[src/rtl/ysyx_22041211_core_ctrl_pkg.sv]
// Shared definitions for the NPC core sequencer: FSM state encodings,
// CSR operation codes, invalid load/store codes and the reset PC.
package ysyx_22041211_core_ctrl_pkg;

    typedef enum logic [2:0] {
        CTRL_FETCH      = 3'd0,
        CTRL_FETCH_WAIT = 3'd1,
        CTRL_DECODE     = 3'd2,
        CTRL_EXEC       = 3'd3,
        CTRL_MEM_REQ    = 3'd4,
        CTRL_MEM_WAIT   = 3'd5,
        CTRL_WB         = 3'd6,
        CTRL_HALT       = 3'd7
    } ctrl_state_e;

    localparam logic [2:0]  CSR_INVALID   = 3'd0;
    localparam logic [2:0]  CSR_ECALL     = 3'd1;
    localparam logic [2:0]  CSR_CSRRW     = 3'd2;
    localparam logic [2:0]  CSR_CSRRS     = 3'd3;

    localparam logic [1:0]  STORE_INVALID = 2'd0;
    localparam logic [2:0]  LOAD_INVALID  = 3'd0;

    localparam logic [31:0] RESET_PC_DEFAULT      = 32'h8000_0000;
    localparam logic [31:0] MTVEC_DEFAULT_DEFAULT = 32'h0000_0000;

    function automatic logic is_mem_op(input logic [1:0] store_type, input logic [2:0] load_type);
        return (store_type != STORE_INVALID) || (load_type != LOAD_INVALID);
    endfunction

endpackage

[src/rtl/ysyx_22041211_core_ctrl_perf_cnt.sv]
// Free-running cycle counter and retired-instruction counter, both 64-bit
// and wrapping. Only instantiated when YSYX_22041211_PERF_CNT_EN is defined.
module ysyx_22041211_perf_cnt (
    input  logic        clk,
    input  logic        rst_n,
    input  logic        retire,
    output logic [63:0] cycle_cnt,
    output logic [63:0] instret
);

    logic [63:0] cycle_cnt_reg;
    logic [63:0] instret_reg;

    always_ff @(posedge clk or negedge rst_n) begin
        if (!rst_n) begin
            cycle_cnt_reg <= 64'd0;
            instret_reg   <= 64'd0;
        end else begin
            cycle_cnt_reg <= cycle_cnt_reg + 64'd1;
            if (retire) begin
                instret_reg <= instret_reg + 64'd1;
            end
        end
    end

    assign cycle_cnt = cycle_cnt_reg;
    assign instret   = instret_reg;

endmodule

[src/rtl/ysyx_22041211_core_ctrl.sv]
// Multi-cycle NPC sequencer: owns PC and instruction latch, handshakes with
// IFU/LSU, emits WB strobes. Perf counters gated by YSYX_22041211_PERF_CNT_EN.
module ysyx_22041211_core_ctrl
    import ysyx_22041211_core_ctrl_pkg::*;
#(
    parameter logic [31:0] RESET_PC      = RESET_PC_DEFAULT,
    parameter logic [31:0] MTVEC_DEFAULT = MTVEC_DEFAULT_DEFAULT
) (
    input  logic        clk,
    input  logic        rst_n,
    output logic        ifu_req_valid_o,
    input  logic        ifu_req_ready_i,
    output logic [31:0] ifu_addr_o,
    input  logic        ifu_rsp_valid_i,
    input  logic        ifu_rsp_err_i,
    input  logic [31:0] ifu_rdata_i,
    output logic [31:0] inst_o,
    output logic [31:0] pc_o,
    input  logic        wd_i,
    input  logic [1:0]  store_type_i,
    input  logic [2:0]  load_type_i,
    input  logic        jmp_flag_i,
    input  logic [31:0] jmp_target_i,
    input  logic        branch_taken_i,
    input  logic [31:0] branch_target_i,
    input  logic [2:0]  csr_flag_i,
    input  logic [31:0] mtvec_i,
    output logic        lsu_req_valid_o,
    input  logic        lsu_req_ready_i,
    input  logic        lsu_rsp_valid_i,
    input  logic        lsu_rsp_err_i,
    output logic        reg_we_o,
    output logic        csr_we_o,
    output logic        trap_o,
    output logic        halt_o,
    output logic [2:0]  state_o,
    output logic [63:0] cycle_cnt_o,
    output logic [63:0] instret_o
);

    ctrl_state_e state_reg, state_next;
    logic [31:0] pc_reg, pc_next;
    logic [31:0] inst_reg, inst_next;

    always_ff @(posedge clk or negedge rst_n) begin
        if (!rst_n) begin
            state_reg <= CTRL_FETCH;
            pc_reg    <= RESET_PC;
            inst_reg  <= 32'd0;
        end else begin
            state_reg <= state_next;
            pc_reg    <= pc_next;
            inst_reg  <= inst_next;
        end
    end

    always_comb begin
        state_next      = state_reg;
        pc_next         = pc_reg;
        inst_next       = inst_reg;
        ifu_req_valid_o = 1'b0;
        lsu_req_valid_o = 1'b0;
        reg_we_o        = 1'b0;
        csr_we_o        = 1'b0;
        trap_o          = 1'b0;
        halt_o          = 1'b0;

        case (state_reg)
            CTRL_FETCH: begin
                ifu_req_valid_o = 1'b1;
                if (ifu_req_ready_i) begin
                    state_next = CTRL_FETCH_WAIT;
                end
            end
            CTRL_FETCH_WAIT: begin
                if (ifu_rsp_valid_i) begin
                    if (ifu_rsp_err_i) begin
                        state_next = CTRL_HALT;
                    end else begin
                        inst_next  = ifu_rdata_i;
                        state_next = CTRL_DECODE;
                    end
                end
            end
            CTRL_DECODE: begin
                state_next = CTRL_EXEC;
            end
            CTRL_EXEC: begin
                state_next = is_mem_op(store_type_i, load_type_i) ? CTRL_MEM_REQ : CTRL_WB;
            end
            CTRL_MEM_REQ: begin
                lsu_req_valid_o = 1'b1;
                if (lsu_req_ready_i) begin
                    state_next = CTRL_MEM_WAIT;
                end
            end
            CTRL_MEM_WAIT: begin
                if (lsu_rsp_valid_i) begin
                    state_next = lsu_rsp_err_i ? CTRL_HALT : CTRL_WB;
                end
            end
            CTRL_WB: begin
                reg_we_o = wd_i;
                csr_we_o = (csr_flag_i == CSR_CSRRW) || (csr_flag_i == CSR_CSRRS);
                trap_o   = (csr_flag_i == CSR_ECALL);
                // Trap outranks jump, jump outranks branch.
                if (trap_o) begin
                    pc_next = (mtvec_i == 32'd0) ? MTVEC_DEFAULT : mtvec_i;
                end else if (jmp_flag_i) begin
                    pc_next = jmp_target_i;
                end else if (branch_taken_i) begin
                    pc_next = branch_target_i;
                end else begin
                    pc_next = pc_reg + 32'd4;
                end
                state_next = CTRL_FETCH;
            end
            CTRL_HALT: begin
                halt_o = 1'b1;
            end
            default: begin
                state_next = CTRL_HALT;
            end
        endcase
    end

    assign ifu_addr_o = pc_reg;
    assign pc_o       = pc_reg;
    assign inst_o     = inst_reg;
    assign state_o    = state_reg;

`ifdef YSYX_22041211_PERF_CNT_EN
    ysyx_22041211_perf_cnt u_perf_cnt (
        .clk       (clk),
        .rst_n     (rst_n),
        .retire    (state_reg == CTRL_WB),
        .cycle_cnt (cycle_cnt_o),
        .instret   (instret_o)
    );
`else
    assign cycle_cnt_o = 64'd0;
    assign instret_o   = 64'd0;
`endif

endmodule

[config.mk]
export PLATFORM = sky130hd
export DESIGN_NAME = ysyx_22041211_core_ctrl
export DESIGN_NICKNAME = d
export VERILOG_FILES = /design/src/rtl/ysyx_22041211_core_ctrl_pkg.sv /design/src/rtl/ysyx_22041211_core_ctrl_perf_cnt.sv /design/src/rtl/ysyx_22041211_core_ctrl.sv
export SDC_FILE = /design/constraint.sdc
export NUM_CORES = 1
export LEC_CHECK = 0
export BUFFER_PORTS_ARGS = -buffer_cell sky130_fd_sc_hd__buf_2
export CAP_MARGIN = 10
export CELL_PAD_IN_SITES_DETAIL_PLACEMENT = 0
export CELL_PAD_IN_SITES_GLOBAL_PLACEMENT = 2
export CORE_UTILIZATION = 22
export CTS_BUF_LIST = sky130_fd_sc_hd__clkbuf_8 sky130_fd_sc_hd__clkbuf_16
export DETAILED_ROUTE_END_ITERATION = 7
export PLACE_DENSITY = 0.93
export SYNTH_ARGS = -nofsm -noshare
export SYNTH_HDL_FRONTEND = slang
export SYNTH_SLANG_ARGS = --single-unit
[constraint.sdc]
create_clock -name clk -period 2.8 [get_ports clk]
set_clock_uncertainty 0.1 [all_clocks]
set_input_delay 0.14 -clock clk [delete_from_list [all_inputs] [get_ports clk]]
set_output_delay 0.14 -clock clk [all_outputs]
set_load 0.1 [all_outputs]
Word level (Yosys, flattened, before mapping) --
Index checks and enable logic that the tools add are counted.
Cells by class: bitwise gates (word level) 1, equal/unequal tests 14, $add $sub $neg 1, muxes and demuxes 18, reduce and logical (&&, ||, !) cells 9
Operator list (count):
- $mux W32 | 4
- $add A32 B3 Y32 const B | 1
- $logic_not A32 Y1 | 1
- $pmux W3 S7 | 1
- $mux W3 | 5
- $eq A3 B2 Y1 const B | 4
- $eq A3 B3 Y1 const B | 4
- $ne A2 B2 Y1 const B | 4
- $mux W1 | 7
- $reduce_bool A7 Y1 | 1
- $eq A3 B1 Y1 const B | 2
- $reduce_and A5 Y1 | 1
- $logic_not A3 Y1 | 1
- $reduce_and A3 Y1 | 1
- $reduce_bool A3 Y1 | 1
- $logic_or A1 B1 Y1 | 2
- $mux W2 | 1
- $reduce_bool A2 Y1 | 1
- $not A1 Y1 | 1
Storage, ports and cells: output and inout bits 233, bits in registers 67, input bits 147, word-level logic and storage cells 46

Longest topological paths before layout --
Gate-level depths: netlist of run 1.
depth in word-level cells 4, mapped depth 8, depth with buffers taken out 7

Worst setup path after synthesis of run 1 --
OpenSTA, ideal clock, no wires.
kind register to output, start point register state_reg[2] (netlist: state_o[2]), end point output csr_we_o, data required time 2.560 ns, data arrival time 4.117 ns, path buffers 3, stages on the path, launching flop included 6, slack -1.557 ns, cell sequence dfrtp_1 > clkbuf_1 > nand3b_1 > buf_1 > clkbuf_1 > nor3b_1
On the way: longest elaborated chain between the ends 2
Ends and longest elaborated chain:
- start: declaration | line ysyx_22041211_core_ctrl.sv:41 | ctrl_state_e state_reg, state_next;
- start signal: assignment | line ysyx_22041211_core_ctrl.sv:51 | state_reg <= state_next;
- $eq A3 B3 Y1 | line ysyx_22041211_core_ctrl.sv:68 | case (state_reg)
- $mux W1 | line ysyx_22041211_core_ctrl.sv:68
- end: declaration | line ysyx_22041211_core_ctrl.sv:33 | output logic csr_we_o,
Every way passes these cells.

Worst setup path after layout of run 1 --
start point register pc_reg[7] (netlist: ifu_addr_o[7]), end point register pc_reg[25] (netlist: ifu_addr_o[25])
On the way: longest elaborated chain between the ends 4
Ends and longest elaborated chain:
- start: declaration | line ysyx_22041211_core_ctrl.sv:42 | logic [31:0] pc_reg, pc_next;
- start signal: assignment | line ysyx_22041211_core_ctrl.sv:52 | pc_reg <= pc_next;
- $add A32 B3 Y32 | line ysyx_22041211_core_ctrl.sv:114 | pc_next = pc_reg + 32'd4;
- $mux W32 | line ysyx_22041211_core_ctrl.sv:111 | end else if (branch_taken_i) begin
- $mux W32 | line ysyx_22041211_core_ctrl.sv:109 | end else if (jmp_flag_i) begin
- $mux W32 | line ysyx_22041211_core_ctrl.sv:107 | if (trap_o) begin
Every way passes these cells. A chain may end at the register's enable or synchronous reset.

==> metrics.txt, run 1 <==
I/O Buffers 251; clk root buf clkbuf_16; Worst Path Arrival 2480 ps; clk_lat worst skew 340 ps; Mapped Avg Cell Area 8.68 um^2; Crit Path Category reg -> reg; vias in the first global route 4749; htree depth 3; Cell Area, Placed 6360 um^2; Num CTS Buffers 9; most frequent cell after synthesis buf_4; Synth warnings 0; failing checks negative hold slack; total iterations of the first detailed-routing run 4; top sig layer met5; final instance area 7150 um^2; overall global routing resource usage 17.1%; Max Buffers Root-to-Sink 2; Unique masters post-synth 54; Initial Util 22.5%; initial antenna violation count 3; met3 routed wirelength 1.98 mm; Synth Instances 613; r2r startpoint ifu_addr_o[7]; GP Congestion 0.816; fin nets 1023; period utilization 84.2%; WL/cell 18.7 um; worst slew pin tran 941 ps; Critical Path End Type flip-flop; WL met1 8.88 mm; via count 5269; CTS tree built; antenna-violating nets left 0; layout cells sized above 1 39.7%; # DRC 0; Fin. Hold Viols 1; worst r2r path cells 5; Setup Viol. Count Final 0; post-DR vias/cell 4.39; post-detail-place hpwl 17.6 mm; Die Area 24800 um^2; clk slew on worst S/H paths 60 ps; ys async rst share 100%; Rows 56; Slew headroom 37.3%; Slew Viols, Final 0; status complete, but fails checks; RSZ-0062 raised after global routing false; area grow syn2layout 34.2%; Seq/Total Area, Yosys 31.5%; setup bufs post-CTS 0; crit-path cells nand3_1, or4_4, nor3_1, mux2_2, a211o_1; post-route core utilization 30.3%; Worst Hold End ifu_addr_o[3]; global-route wire length before repair 30.5 mm; Core Footprint 23600 um^2; length of routed met2 wiring 11.3 mm; Area contributors post-synth dfrtp_1 31%, buf_4 23%, mux2_2 7.2%, o21ai_0 5.4%, a221o_1 2.8%; Layout Cells excl Fill 1200; Worst Hold Class in -> reg; Tmin final 2360 ps; tightest hold margin -7.03 ps; main flop type after synthesis dfrtp_1; Max Freq 424 MHz; drt total wl 22.4 mm; initial detailed-routing violation count 277; total grt overflow 0; CP required 2920 ps; I/O pin cnt 380; Post-synth EDFFs 0; Slowest-stage cell, CP or4_4; # fillers 2508; CP max FO 7; commonest cells in the netlist 160 x buf_4, 66 x dfrtp_1, 57 x o21ai_0; CP max stage delay 610 ps; crit start category flip-flop; post-synth design cell area 5320 um^2; Placed Cells 1140; Synth Register Bits 67; Max Cap Viol 0; Die X 158 um; hold_sp mtvec_i[3]; worst flop-to-flop path endpoint ifu_addr_o[25]; largest net degree at the start of global routing 68; share of the synthesized area in the top cell type 31.0%; Die Y 158 um; Synth area leader dfrtp_1; Hold Path Stages 3; R2R setup slack 440 ps; CTS Sinks 67
-- how the worst max path moves through the flow --
stage                        startpoint         endpoint  cells past startpoint
after CTS                 ifu_addr_o[7]   ifu_addr_o[25]                      5
after floorplan              state_o[0]  ifu_req_valid_o                      2
after global routing      ifu_addr_o[7]   ifu_addr_o[25]                      5
after global placement    ifu_addr_o[7]   ifu_addr_o[25]                      5
after detailed placement  ifu_addr_o[7]   ifu_addr_o[25]                      5
final                     ifu_addr_o[7]   ifu_addr_o[25]                      5
-- placed cells by master (no fill, tap or decap), types with 4 or more instances in the layout --
| master | n |
|---|---|
| a21oi_1 | 21 |
| a221o_1 | 15 |
| a221oi_1 | 11 |
| a22oi_1 | 4 |
| a31oi_1 | 9 |
| buf_2 | 248 |
| buf_4 | 24 |
| clkbuf_16 | 9 |
| conb_1 | 128 |
| dfrtp_1 | 54 |
| dfrtp_2 | 12 |
| dlygate4sd3_1 | 43 |
| inv_1 | 6 |
| mux2_2 | 34 |
| mux2i_1 | 4 |
| nand2_1 | 34 |
| nand3_1 | 5 |
| nand4_1 | 14 |
| nor2_1 | 40 |
| nor3_1 | 15 |
| nor3b_1 | 4 |
| nor4_1 | 16 |
| o21ai_0 | 57 |
| o31ai_1 | 8 |
| xor2_1 | 4 |
-- worst max-delay path: cells and delay by family (launching register included) --
| family | cells | cell delay [ps] |
|---|---|---|
| flops | 1 | 420 |
| compound gates | 1 | 260 |
| simple gates | 3 | 1100 |
| mux | 1 | 360 |
-- logic make-up (layout without fill, tap and decap cells) --
family / Yosys count / in the layout / synth area share [%]
muxes: 38 / 38 / 7.94
AOI/OAI and AO/OA: 151 / 151 / 18.9
other: 1 / 129 / 0.0704
DFF: 67 / 67 / 31.5
buffers and inverters: 199 / 339 / 25.3
and+or+nand+nor: 150 / 150 / 15.0
adders and majority gates: 1 / 1 / 0.235
xor gates and xnor gates: 6 / 6 / 0.987
-- per-layer routing --
| layer | vias to the layer above | GRT usage, % |
|---|---|---|
| met1 | 2493 | 19.3 |
| met5 | - | 0 |
| met3 | 19 | 5.07 |
| met2 | 279 | 31.7 |
| met4 | 4 | 3.47 |
| li1 | 2474 | - |
-- sequential cells by signal, summed over array words and instances (netlist names) --
signal      count
state_o         3
inst_o         32
ifu_addr_o     32
-- metrics by stage --
step | setup WS, ps | TNS, ps | hold slack (ps)
CTS | 453 | 0 | 2.07
finish | 443 | 0 | -7.03
detailed placement | 477 | 0 | 229
floorplan | -583 | -1250 | -256
global placement | 504 | 0 | 236
global route | 320 | 0 | 16.3
-- repair_timing --
| item | 4_1_cts | 5_1_grt |
|---|---|---|
| gates resized for setup | 0 | 0 |
| endpoints found under the setup margin | 0 | 0 |
| hold buffers | 43 | 0 |
| endpoints found under the hold margin | 106 | 0 |
-- area by class of cell --
cell class / count / area (um^2) / share of cell area, %
timing repair buffer: 317 / 1890 / 26.5
multi-input combinational: 474 / 2790 / 39.0
tap: 319 / 399 / 5.58
inverter: 6 / 22.5 / 0.315
clock inverter: 6 / 111 / 1.56
antenna: 1 / 2.50 / 0.0350
sequential: 67 / 1690 / 23.7
clock buffer: 10 / 239 / 3.34
Power of run 1 is left out: the tool's default activity adds up to more than one toggle a clock period on the data nets, which glitch-free logic cannot reach.
==> run 2: changes to the inputs <==
- clock period: 2.8 -> 2.4 ns (I/O delays scaled with it)
==> metrics.txt, run 2 (synthesis results as in run 1) <==
status finished clean; global-route wire length before repair 31.0 mm; final instance area 7350 um^2; Num CTS Buffers 9; Setup Viol. Count Final 0; Max Freq 441 MHz; worst flop-to-flop path endpoint ifu_addr_o[13]; htree depth 3; fin nets 1039; initial antenna violation count 4; setup bufs post-CTS 0; r2r startpoint state_o[0]; WL/cell 18.5 um; Rows 56; CTS tree built; Fin. Hold Viols 0; Worst Hold Class in -> reg; Slowest-stage cell, CP dlygate4sd3_1; antenna-violating nets left 0; post-DR vias/cell 4.37; crit start category flip-flop; CP Buf/Inv Count 3; CP max FO 12; Slew Viols, Final 0; most common cell after layout, fill and taps aside buf_2; initial detailed-routing violation count 366; CP delay by family, top buffers and inverters; CP required 2520 ps; Tmin final 2270 ps; CP max stage delay 560 ps; crit-path cells inv_1, and3_2, buf_4, nand2_1, a221oi_1, a21oi_1, dlygate4sd3_1; post-detail-place hpwl 17.6 mm; CP Capture Point ifu_addr_o[13]; largest net degree at the start of global routing 68; CP startpoint state_o[0]; GP Congestion 0.790; worst r2r path cells 7; post-route core utilization 31.1%; Cell Area, Placed 6580 um^2; layout cells sized above 1 42.2%; I/O pin cnt 380; total iterations of the first detailed-routing run 5; Die Y 158 um; I/O Buffers 251; via count 5310; CTS Sinks 67; Core Footprint 23600 um^2; Total Negative Setup Slacks 0 ps; Die Area 24800 um^2; clk_lat worst skew 340 ps; # DRC 0; commonest cells after routing, fill and taps aside 247 x buf_2, 128 x conb_1, 57 x o21ai_0; area grow syn2layout 38.1%; Crit Path Category reg -> reg; total grt overflow 0; period utilization 94.4%; overall global routing resource usage 17.3%; Max Cap Viol 0; clk root buf clkbuf_16; RSZ-0062 raised after global routing false; drt total wl 22.5 mm; Die X 158 um; vias in the first global route 4933; Worst path depth 7; R2R setup slack 130 ps; Critical Path End Type flip-flop; Max Buffers Root-to-Sink 2; Worst Path Arrival 2390 ps; worst slew pin tran 928 ps; clk slew on worst S/H paths 60 ps; Initial Util 22.5%; Slew headroom 38.2%
## run 2: cell types whose count changed in the layout (fill, tap and decap cells not counted), moves of 2 or more
cell | previous run | this run
dfrtp_1 | 54 | 39
dfrtp_4 | 0 | 15
buf_4 | 24 | 33
dlygate4sd3_1 | 43 | 48
buf_12 | 2 | 5
bufinv_16 | 3 | 1
inv_1 | 6 | 8
nand3_1 | 5 | 3
nand3_2 | 0 | 2
nor3_1 | 15 | 13
nor3_2 | 1 | 3
## run 2: metrics by stage
step,hold slack [ps],worst slack (ps),cells
3_5_place_dp,215,153,1151
6_report,7.83,134,1215
3_3_place_gp,205,195,1151
4_1_cts,4.48,60.7,1214
2_1_floorplan,-276,-69.0,740
5_1_grt,14.6,22.9,1215
## run 2: worst min path at each step
stage | startpoint | endpoint | slack, ps | cells after the start
6_report | mtvec_i[1] | ifu_addr_o[1] | 8 | 3
5_1_grt | jmp_target_i[6] | ifu_addr_o[6] | 10 | 3
4_1_cts | mtvec_i[23] | ifu_addr_o[23] | 4 | 3
3_5_place_dp | rst_n | inst_o[16] | 220 | 1
3_3_place_gp | rst_n | inst_o[16] | 200 | 1
2_1_floorplan | rst_n | ifu_addr_o[0] | -280 | 0
## run 2: final cells by class
| type | count | area (um^2) |
|---|---|---|
| Inverter | 6 | 22.5 |
| Timing Repair Buffer | 333 | 2060 |
| Clock inverter | 4 | 42.5 |
| Sequential cell | 67 | 1750 |
| Antenna cell | 1 | 2.50 |
| Fill cell | 2495 | 16300 |
| Clock buffer | 11 | 253 |
| Tap cell | 319 | 399 |
| Multi-Input combinational cell | 474 | 2820 |
## run 2: what timing repair did
action	CTS	global route
hold buffers	48	0
hold endpoints to repair	109	0
gates resized for setup	0	1
endpoints found under the setup margin	0	1
## run 2: tightest hold or removal path, stage by stage
cell and delay (ps):
buf_2 90, o21ai_0 70, o21ai_0 130
## run 2: layer usage
layer	wire length, um	GRT usage (%)
met1	9000	19.6
met2	11200	31.2
met3	2020	5.23
met4	249	4.81
met5	37	0
Power of run 2 is left out for the same reason.
